==> src/rtl/pb_debounce.sv <==
// Push-button conditioner: two-flop synchronizer, restart-on-agree debounce,
// and a press/hold FSM emitting registered pressed/released/long_press strobes.
module pb_debounce #(
    parameter int unsigned DB_CYCLES   = 50000,
    parameter int unsigned LONG_CYCLES = 50000000
) (
    input  logic clk,
    input  logic rst_n,
    input  logic PB_raw,
    output logic PB_clean,
    output logic pressed,
    output logic released,
    output logic long_press
);

    localparam int unsigned DW = $clog2(DB_CYCLES);
    localparam int unsigned HW = $clog2(LONG_CYCLES);
    localparam logic [DW-1:0] DB_MAX   = DW'(DB_CYCLES - 1);
    localparam logic [HW-1:0] HOLD_MAX = HW'(LONG_CYCLES - 1);

    typedef enum logic [1:0] {
        IDLE,
        HELD,
        LONG
    } state_e;

    logic          sync1_q, sync1_d;
    logic          s_q, s_d;
    logic [DW-1:0] db_cnt_q, db_cnt_d;
    logic          clean_q, clean_d;
    state_e        state_q, state_d;
    logic [HW-1:0] hold_cnt_q, hold_cnt_d;
    logic          pressed_q, pressed_d;
    logic          released_q, released_d;
    logic          long_q, long_d;

    always_comb begin
        sync1_d = PB_raw;
        s_d     = sync1_q;
    end

    always_comb begin
        db_cnt_d = db_cnt_q;
        clean_d  = clean_q;
        if (s_q == clean_q) begin
            db_cnt_d = '0;
        end else if (db_cnt_q == DB_MAX) begin
            clean_d  = s_q;
            db_cnt_d = '0;
        end else begin
            db_cnt_d = db_cnt_q + 1'b1;
        end
    end

    // FSM looks at clean_d so each strobe lands in the same cycle PB_clean changes.
    always_comb begin
        state_d    = state_q;
        hold_cnt_d = hold_cnt_q;
        pressed_d  = 1'b0;
        released_d = 1'b0;
        long_d     = 1'b0;
        case (state_q)
            IDLE: begin
                if (!clean_d) begin
                    state_d    = HELD;
                    hold_cnt_d = '0;
                    pressed_d  = 1'b1;
                end
            end
            HELD: begin
                if (clean_d) begin
                    state_d    = IDLE;
                    released_d = 1'b1;
                end else if (hold_cnt_q == HOLD_MAX) begin
                    state_d = LONG;
                    long_d  = 1'b1;
                end else begin
                    hold_cnt_d = hold_cnt_q + 1'b1;
                end
            end
            LONG: begin
                if (clean_d) begin
                    state_d    = IDLE;
                    released_d = 1'b1;
                end
            end
            default: state_d = IDLE;
        endcase
    end

    always_ff @(posedge clk or negedge rst_n) begin
        if (!rst_n) begin
            sync1_q    <= 1'b1;
            s_q        <= 1'b1;
            db_cnt_q   <= '0;
            clean_q    <= 1'b1;
            state_q    <= IDLE;
            hold_cnt_q <= '0;
            pressed_q  <= 1'b0;
            released_q <= 1'b0;
            long_q     <= 1'b0;
        end else begin
            sync1_q    <= sync1_d;
            s_q        <= s_d;
            db_cnt_q   <= db_cnt_d;
            clean_q    <= clean_d;
            state_q    <= state_d;
            hold_cnt_q <= hold_cnt_d;
            pressed_q  <= pressed_d;
            released_q <= released_d;
            long_q     <= long_d;
        end
    end

    assign PB_clean   = clean_q;
    assign pressed    = pressed_q;
    assign released   = released_q;
    assign long_press = long_q;

endmodule

==> config.mk <==
export PLATFORM = sky130hd
export DESIGN_NAME = pb_debounce
export DESIGN_NICKNAME = d
export VERILOG_FILES = /design/src/rtl/pb_debounce.sv
export SDC_FILE = /design/constraint.sdc
export NUM_CORES = 1
export LEC_CHECK = 0
export CELL_PAD_IN_SITES_DETAIL_PLACEMENT = 0
export CELL_PAD_IN_SITES_GLOBAL_PLACEMENT = 1
export CORE_MARGIN = 4
export CORE_UTILIZATION = 28
export CTS_CLUSTER_SIZE = 30
export DETAILED_ROUTE_END_ITERATION = 8
export GPL_TIMING_DRIVEN = 1
export PLACE_DENSITY_LB_ADDON = 0.1
export SLEW_MARGIN = 20
export SYNTH_ARGS = -nofsm -noshare
export SYNTH_HDL_FRONTEND = slang
export SYNTH_SLANG_ARGS = --single-unit
==> constraint.sdc <==
create_clock -name clk -period 2.1 [get_ports clk]
set_input_delay 0.21 -clock clk [delete_from_list [all_inputs] [get_ports clk]]
set_output_delay 0.21 -clock clk [all_outputs]
set_load 0.01 [all_outputs]
==> summary.md, run 1 <==
| Metric | Value |
|---|---|
| Setup TNS | `-3.61 ns` |
| Routed via count | `approximately 2500` |
| Vias per cell | `5.05` |
| Total clock sinks | `50` |
| Most common cell after layout, fill and taps aside | `buf_4` |
| Fin util | `0.377` |
| EDFF count, synth | `0` |
| Hold Crit Class | `in2reg` |
| Die Width | `109 microns` |
| Post-place setup slack | `-0.271 ns` |
| Synthesized area per cell | `9.38 sq um` |
| CTS Root Cell | `clkbuf_8` |
| CP max-delay cell | `or4_4` |
| Setup WS post-layout | `-0.186 ns` |
| Hpwl dp | `5340 microns` |
| CP endpoint kind | `flip-flop` |
| FF-to-FF End | `hold_cnt_q[24]$_DFFE_PN0P_` |
| CTS tree | `done` |
| PwrDens | `441 nW/um^2` |
| Crit-path max FO | `10` |
| Slew HR | `0.730` |
| Synthesis-stage register bit count | `50` |
| Synth cell types | `58` |
| Worst hold start | `PB_raw` |
| Die area | `11900 sq um` |
| Crit path cell chain | `or4b_4 -> or4_4 -> o211ai_4 -> buf_4 -> nor4_1 -> a211o_1` |
| Hold Path Depth | `1` |
| Antenna Cells | `0` |
| FMAX | `approximately 440 MHz` |
| Initial cell density of the core | `0.289` |
| Gr usage total | `0.139` |
| Io pins | `7` |
| Post-DRT Antenna Nets | `0` |
| Largest stage delay, worst path | `0.57 ns` |
| CTS Buf Count | `5` |
| Failing checks | `setup timing` |
| Final Hold Violating Endpoints | `0` |
| H-tree level count | `2` |
| Worst skew pair latency | `0.31 ns` |
| Die H | `109 microns` |
| Post-synth top area cell | `dfrtp_1` |
| Status | `complete, but fails checks` |
| Critical path class | `reg2reg` |
| GRT overflow | `0` |
| Tightest Pin Transition | `around 0.40 ns` |
| Most area-consuming cells after synthesis | `dfrtp_1, nand2_1, nand3_1` |
| Fillers | `around 1000` |
| First-pass DRT Iterations | `4` |
| Bufs on Longest Clock Path | `2` |
| Area Overhead vs Synth | `30.4%` |
| Initial antenna violation count | `0` |
| Hold EP | `s_d$_DFF_PN1_` |
| Drt drc | `0` |
| Final setup viols | `31` |
| First-pass GRT wire length | `12700 microns` |
| Post-Syn Area | `2850 sq um` |
| Syn Inst Count | `304` |
| R2r startpoint | `db_cnt_q[10]$_DFF_PN0_` |
| IO Port Bufs | `6` |
| Worst Clk Skew | `0.00949 ns` |
| DR WL/cell | `15.3 microns` |
| Most frequent cells in the layout | `buf_4, dfrtp_1, nand2_1, nor2_1, nand3_1` |
| Post-Place Cells | `481` |
| Final WL | `7610 microns` |
| Area share of the largest cell type after synthesis | `0.412` |
| Startpoint Class | `flip-flop` |
| Cell Rows | `36` |
| Minimum clock period | `between 2 and 2.5 ns` |
| CTS clk-pin slew, worst paths | `0.09 ns` |
| R2R cell count | `6` |
| Synth warnings | `0` |
| Vias in the first global route | `2487` |
| Routability congestion estimate | `approximately 0.79` |
| Layout net count | `372` |
| Async S/R FF share, synth | `1.00` |
| Layout cell share with drive strength beyond 1 | `0.255` |
| Tcrit/Tclk final | `1.09` |
| Post-synth top flop | `dfrtp_1` |
| Largest net degree at the start of global routing | `between 50 and 60` |
| RSZ-0062 raised after global routing | `true` |
| Seq/Total Area, Yosys | `0.440` |
| Final Instance Count excl. Fillers | `497` |
| Req. time, crit path | `2.30 ns` |
| Static leakage | `1.63 nW` |
| DR iter-0 viols | `81` |
| Syn Nets | `313` |
| Max cap viols | `0` |
| Reg2reg setup slack | `-0.19 ns` |
| Core Area | `9860 sq um` |
| CP arrival | `2.49 ns` |
| Max-slew violation count | `0` |
| Worst vdd ir | `197 uV` |
==> cells by family after synthesis <==
logic type	after synthesis	share of synthesized area
adder cells (fa/ha/maj)	6	0.0263
multiplexers	1	0.00351
AND/OR/NAND/NOR	149	0.298
AO/OA/AOI/OAI	59	0.148
XOR/XNOR	13	0.0399
buffers and inverters	26	0.0439
flip-flops	50	0.440
==> cell usage after synthesis (3+ instances only) <==
master    instances
nand2_1          33
nor2_1           22
o211ai_1          3
and2_1            8
clkbuf_1         10
o31ai_1           4
or3_1             4
nand3_1          19
o21ai_0          13
inv_1             8
ha_1              6
a211o_1           3
nand4b_1          7
nor3_1            4
and3_1            9
nand4_1          14
buf_6             3
and4_1            4
o22a_1            3
xor2_1            7
or4_1             3
dfstp_2           3
a21oi_1          12
xnor2_1           6
nor4_1            8
dfrtp_1          47
==> flip-flops by register name, indices dropped and copies added, names as in the netlist <==
signal      count
state_q         2
long_press      1
db_cnt_q       16
hold_cnt_q     26
PB_clean        1
s_q             1
released        1
s_d             1
pressed         1
==> layer usage <==
metal  vias to the layer above  global-route usage  wire (microns)  part of all wire
met5                         -                   0               0                 0
met4                         0              0.0406             124             0.016
met3                        10              0.0266             221             0.029
met2                        32               0.228            3610              0.47
met1                      1221               0.185            3660              0.48
li1                       1246                   -               -                 -
==> critical path, delay by kind of cell, from the launching register on <==
family | cells | cell delay, ns
buffers and inverters | 1 | 0.19
DFF | 1 | 0.38
and+or+nand+nor | 3 | 1.15
AOI/OAI and AO/OA | 2 | 0.46
==> layout make-up <==
type,instances,area [sq um],share of cell area
clock buffers,8,90.1,0.0242
inverters,10,40.0,0.0108
multi-input cells,228,1560,0.419
flip-flops and latches,50,1250,0.337
well taps,133,166,0.0448
repair buffers,68,609,0.164
==> per-stage QoR <==
step	power (mW)	area (sq um)	hold slack, ns
3_3_place_gp	1.05	3440	0.229
5_1_grt	1.72	3720	0.282
4_1_cts	1.67	3630	0.289
3_5_place_dp	1.05	3440	0.231
6_report	1.64	3720	0.303
2_1_floorplan	1.01	2860	-0.0856
==> power by group <==
| part | internal [mW] | leakage [nW] | total (mW) | switching (mW) |
|---|---|---|---|---|
| logic | 0.0274 | 0.913 | 0.0647 | 0.0373 |
| clock network | 0.270 | 0.0455 | 0.601 | 0.332 |
| registers | 0.970 | 0.671 | 0.974 | 0.00397 |
| total | 1.27 | 1.63 | 1.64 | 0.373 |
==> how the worst max path moves through the flow <==
stage                                 startpoint                    endpoint  slack (ns)  depth (start not counted)
after floorplan           db_cnt_q[11]$_DFF_PN0_   hold_cnt_q[2]$_DFFE_PN0P_       -0.07                          6
after global placement     db_cnt_q[4]$_DFF_PN0_   hold_cnt_q[3]$_DFFE_PN0P_       -0.23                          6
after detailed placement   db_cnt_q[4]$_DFF_PN0_   hold_cnt_q[3]$_DFFE_PN0P_       -0.27                          6
after CTS                 db_cnt_q[10]$_DFF_PN0_   hold_cnt_q[7]$_DFFE_PN0P_       -0.20                          8
after global routing       db_cnt_q[4]$_DFF_PN0_  hold_cnt_q[23]$_DFFE_PN0P_       -0.24                          6
final                     db_cnt_q[10]$_DFF_PN0_  hold_cnt_q[24]$_DFFE_PN0P_       -0.19                          6
==> repair_timing <==
action / CTS / global route
gates cloned: 0 / 1
hold buffers: 1 / 0
pin swaps: 4 / 7
resized for setup: 12 / 14
endpoints found under the hold margin: 47 / 0
endpoints found under the setup margin: 31 / 48
buffers inserted: 5 / 2
No activity file was read; power rests on OpenSTA's default activity.
==> inputs of run 2 (changes only) <==
--- a/config.mk
+++ b/config.mk
@@ -13,6 +13,7 @@
 export DETAILED_ROUTE_END_ITERATION = 8
 export GPL_TIMING_DRIVEN = 1
 export PLACE_DENSITY_LB_ADDON = 0.1
+export RECOVER_POWER = 50
 export SLEW_MARGIN = 20
 export SYNTH_ARGS = -nofsm -noshare
 export SYNTH_HDL_FRONTEND = slang
==> summary.md, run 2 (synthesis results as in run 1) <==
| Metric | Value |
|---|---|
| Tcrit/Tclk final | `1.09` |
| Fin util | `0.375` |
| Max-slew violation count | `0` |
| DR WL/cell | `15.3 microns` |
| Failing checks | `setup timing` |
| Vias per cell | `5.02` |
| H-tree level count | `2` |
| Final instance area | `approximately 3700 sq um` |
| Bufs on Longest Clock Path | `2` |
| Routability congestion estimate | `0.792` |
| Core Area | `9860 sq um` |
| First-pass GRT wire length | `12700 microns` |
| FF-to-FF End | `hold_cnt_q[24]$_DFFE_PN0P_` |
| Startpoint Class | `flip-flop` |
| Initial cell density of the core | `0.289` |
| Static leakage | `1.62 nW` |
| Worst Clk Skew | `0.00940 ns` |
| Routed via count | `about 2500` |
| IO Port Bufs | `6` |
| First-pass DRT Iterations | `4` |
| Reg area | `approximately 1300 sq um` |
| Most common cell after layout, fill and taps aside | `buf_4` |
| Setup WS post-layout | `-0.188 ns` |
| Total clock sinks | `50` |
| Crit path from | `db_cnt_q[10]$_DFF_PN0_` |
| CP arrival | `approximately 2.5 ns` |
| Initial antenna violation count | `0` |
| Layout net count | `372` |
| CTS Root Cell | `clkbuf_8` |
| Final setup viols | `31` |
| Largest regs | `hold_cnt_q x26, db_cnt_q x16, state_q x2` |
| Final WL | `~7600 microns` |
| DR iter-0 viols | `86` |
| CTS Buf Count | `5` |
| Area post-placement | `between 3000 and 4000 sq um` |
| Die Width | `109 microns` |
| RSZ-0062 raised after global routing | `true` |
| Fillers | `1004` |
| Critical path class | `reg2reg` |
| Crit-path max FO | `10` |
| Crit path to | `hold_cnt_q[24]$_DFFE_PN0P_` |
| Hpwl dp | `5340 microns` |
| PwrDens | `442 nW/um^2` |
| CP endpoint kind | `flip-flop` |
| Most flops, register | `hold_cnt_q` |
| CTS tree | `done` |
| Worst skew pair latency | `0.31 ns` |
| GRT overflow | `0` |
| Layout cell share with drive strength beyond 1 | `0.255` |
| Drt drc | `0` |
| Reg2reg setup slack | `-0.19 ns` |
| Area Overhead vs Synth | `29.9%` |
| CTS clk-pin slew, worst paths | `0.09 ns` |
| Io pins | `7` |
| Tightest Pin Transition | `1.30 ns` |
| R2r startpoint | `db_cnt_q[10]$_DFF_PN0_` |
| R2R cell count | `6` |
| Req. time, crit path | `2.30 ns` |
| Status | `complete, but fails checks` |
| FMAX | `437 MHz` |
| WHS | `between 0.3 and 0.4 ns` |
| Die H | `109 microns` |
| Final Hold Violating Endpoints | `0` |
| Minimum clock period | `2.29 ns` |
| Max reg flops | `26` |
| Max cap viols | `0` |
| Vias in the first global route | `2487` |
| Cell Rows | `36` |
| Gr usage total | `0.139` |
| Antenna Cells | `0` |
| Most frequent cells in the layout | `buf_4, dfrtp_1, nand2_1, nor2_1, nand3_1` |
| Post-DRT Antenna Nets | `0` |
| Largest net degree at the start of global routing | `between 50 and 60` |
| Slew HR | `0.130` |
| Hold Crit Class | `reg2reg` |
| Die area | `11900 sq um` |
| Multi-input logic area | `approximately 1600 sq um` |
| Worst vdd ir | `197 uV` |
run 2: changes by cell type in the layout (fill, tap and decap cells not counted), sizes merged:
| cell | delta |
|---|---|
| buf | -1 |
| clkbuf | +1 |
| clkdlybuf4s50 | -1 |
| dlygate4sd3 | +1 |
run 2: per-stage QoR:
stage / worst slack [ns] / TNS [ns] / cells / power, mW
after global placement: -0.227 / -4.19 / 481 / 1.05
final: -0.188 / -3.62 / 497 / 1.64
after detailed placement: -0.271 / -5.22 / 481 / 1.05
after CTS: -0.204 / -4.04 / 495 / 1.67
after global routing: -0.244 / -5.41 / 497 / 1.71
after floorplan: -0.0679 / -0.262 / 304 / 1.01
run 2: routing by layer:
| layer | up-vias | track usage | share of wire |
|---|---|---|---|
| li1 | 1247 | - | - |
| met1 | 1207 | 0.185 | 0.48 |
| met2 | 30 | 0.228 | 0.47 |
| met3 | 10 | 0.0266 | 0.030 |
| met4 | 0 | 0.0406 | 0.016 |
| met5 | - | 0 | 0 |
run 2: area by class of cell:
| type | count | area share |
|---|---|---|
| timing repair buffer | 68 | 0.160 |
| clock buffer | 8 | 0.0243 |
| inverter | 10 | 0.0108 |
| tap | 133 | 0.0449 |
| sequential | 50 | 0.339 |
| multi-input combinational | 228 | 0.421 |
run 2: report_power, final:
| group | internal, mW | total, mW | switching [mW] |
|---|---|---|---|
| logic | 0.0236 | 0.0603 | 0.0367 |
| registers | 0.970 | 0.974 | 0.00398 |
| clock network | 0.270 | 0.601 | 0.331 |
run 2: worst max-delay path: stages (launching register included):
cell and delay, ns:
dfrtp_1 0.38, or4b_4 0.54, or4_4 0.57, o211ai_4 0.20, buf_4 0.19, nor4_1 0.04, a211o_1 0.26
run 2: how the worst min path moves through the flow:
stage	from	endpoint	slack, ns	depth (start not counted)
final	s_d$_DFF_PN1_	s_q$_DFF_PN1_	0.36	0
after global routing	s_d$_DFF_PN1_	s_q$_DFF_PN1_	0.36	0
after CTS	PB_raw	s_d$_DFF_PN1_	0.29	1
after detailed placement	rst_n	db_cnt_q[14]$_DFF_PN0_	0.23	2
after global placement	rst_n	db_cnt_q[9]$_DFF_PN0_	0.23	2
after floorplan	rst_n	db_cnt_q[0]$_DFF_PN0_	-0.09	0
run 2: timing repair:
| item | 4_1_cts | 5_1_grt |
|---|---|---|
| gates cloned | 0 | 1 |
| hold buffers | 1 | 0 |
| buffers inserted | 5 | 2 |
| hold endpoints to repair | 47 | 0 |
| setup endpoints to repair | 31 | 48 |
| resized for setup | 12 | 14 |
| pin swaps | 4 | 7 |
==> inputs of run 3 (changes only) <==
--- a/config.mk
+++ b/config.mk
@@ -9,7 +9,6 @@
 export CELL_PAD_IN_SITES_GLOBAL_PLACEMENT = 1
 export CORE_MARGIN = 4
 export CORE_UTILIZATION = 28
-export CTS_CLUSTER_SIZE = 30
 export DETAILED_ROUTE_END_ITERATION = 8
 export GPL_TIMING_DRIVEN = 1
 export PLACE_DENSITY_LB_ADDON = 0.1
==> results of run 3 <==
The final DEF is identical to that of run 2; final timing and power are the same.
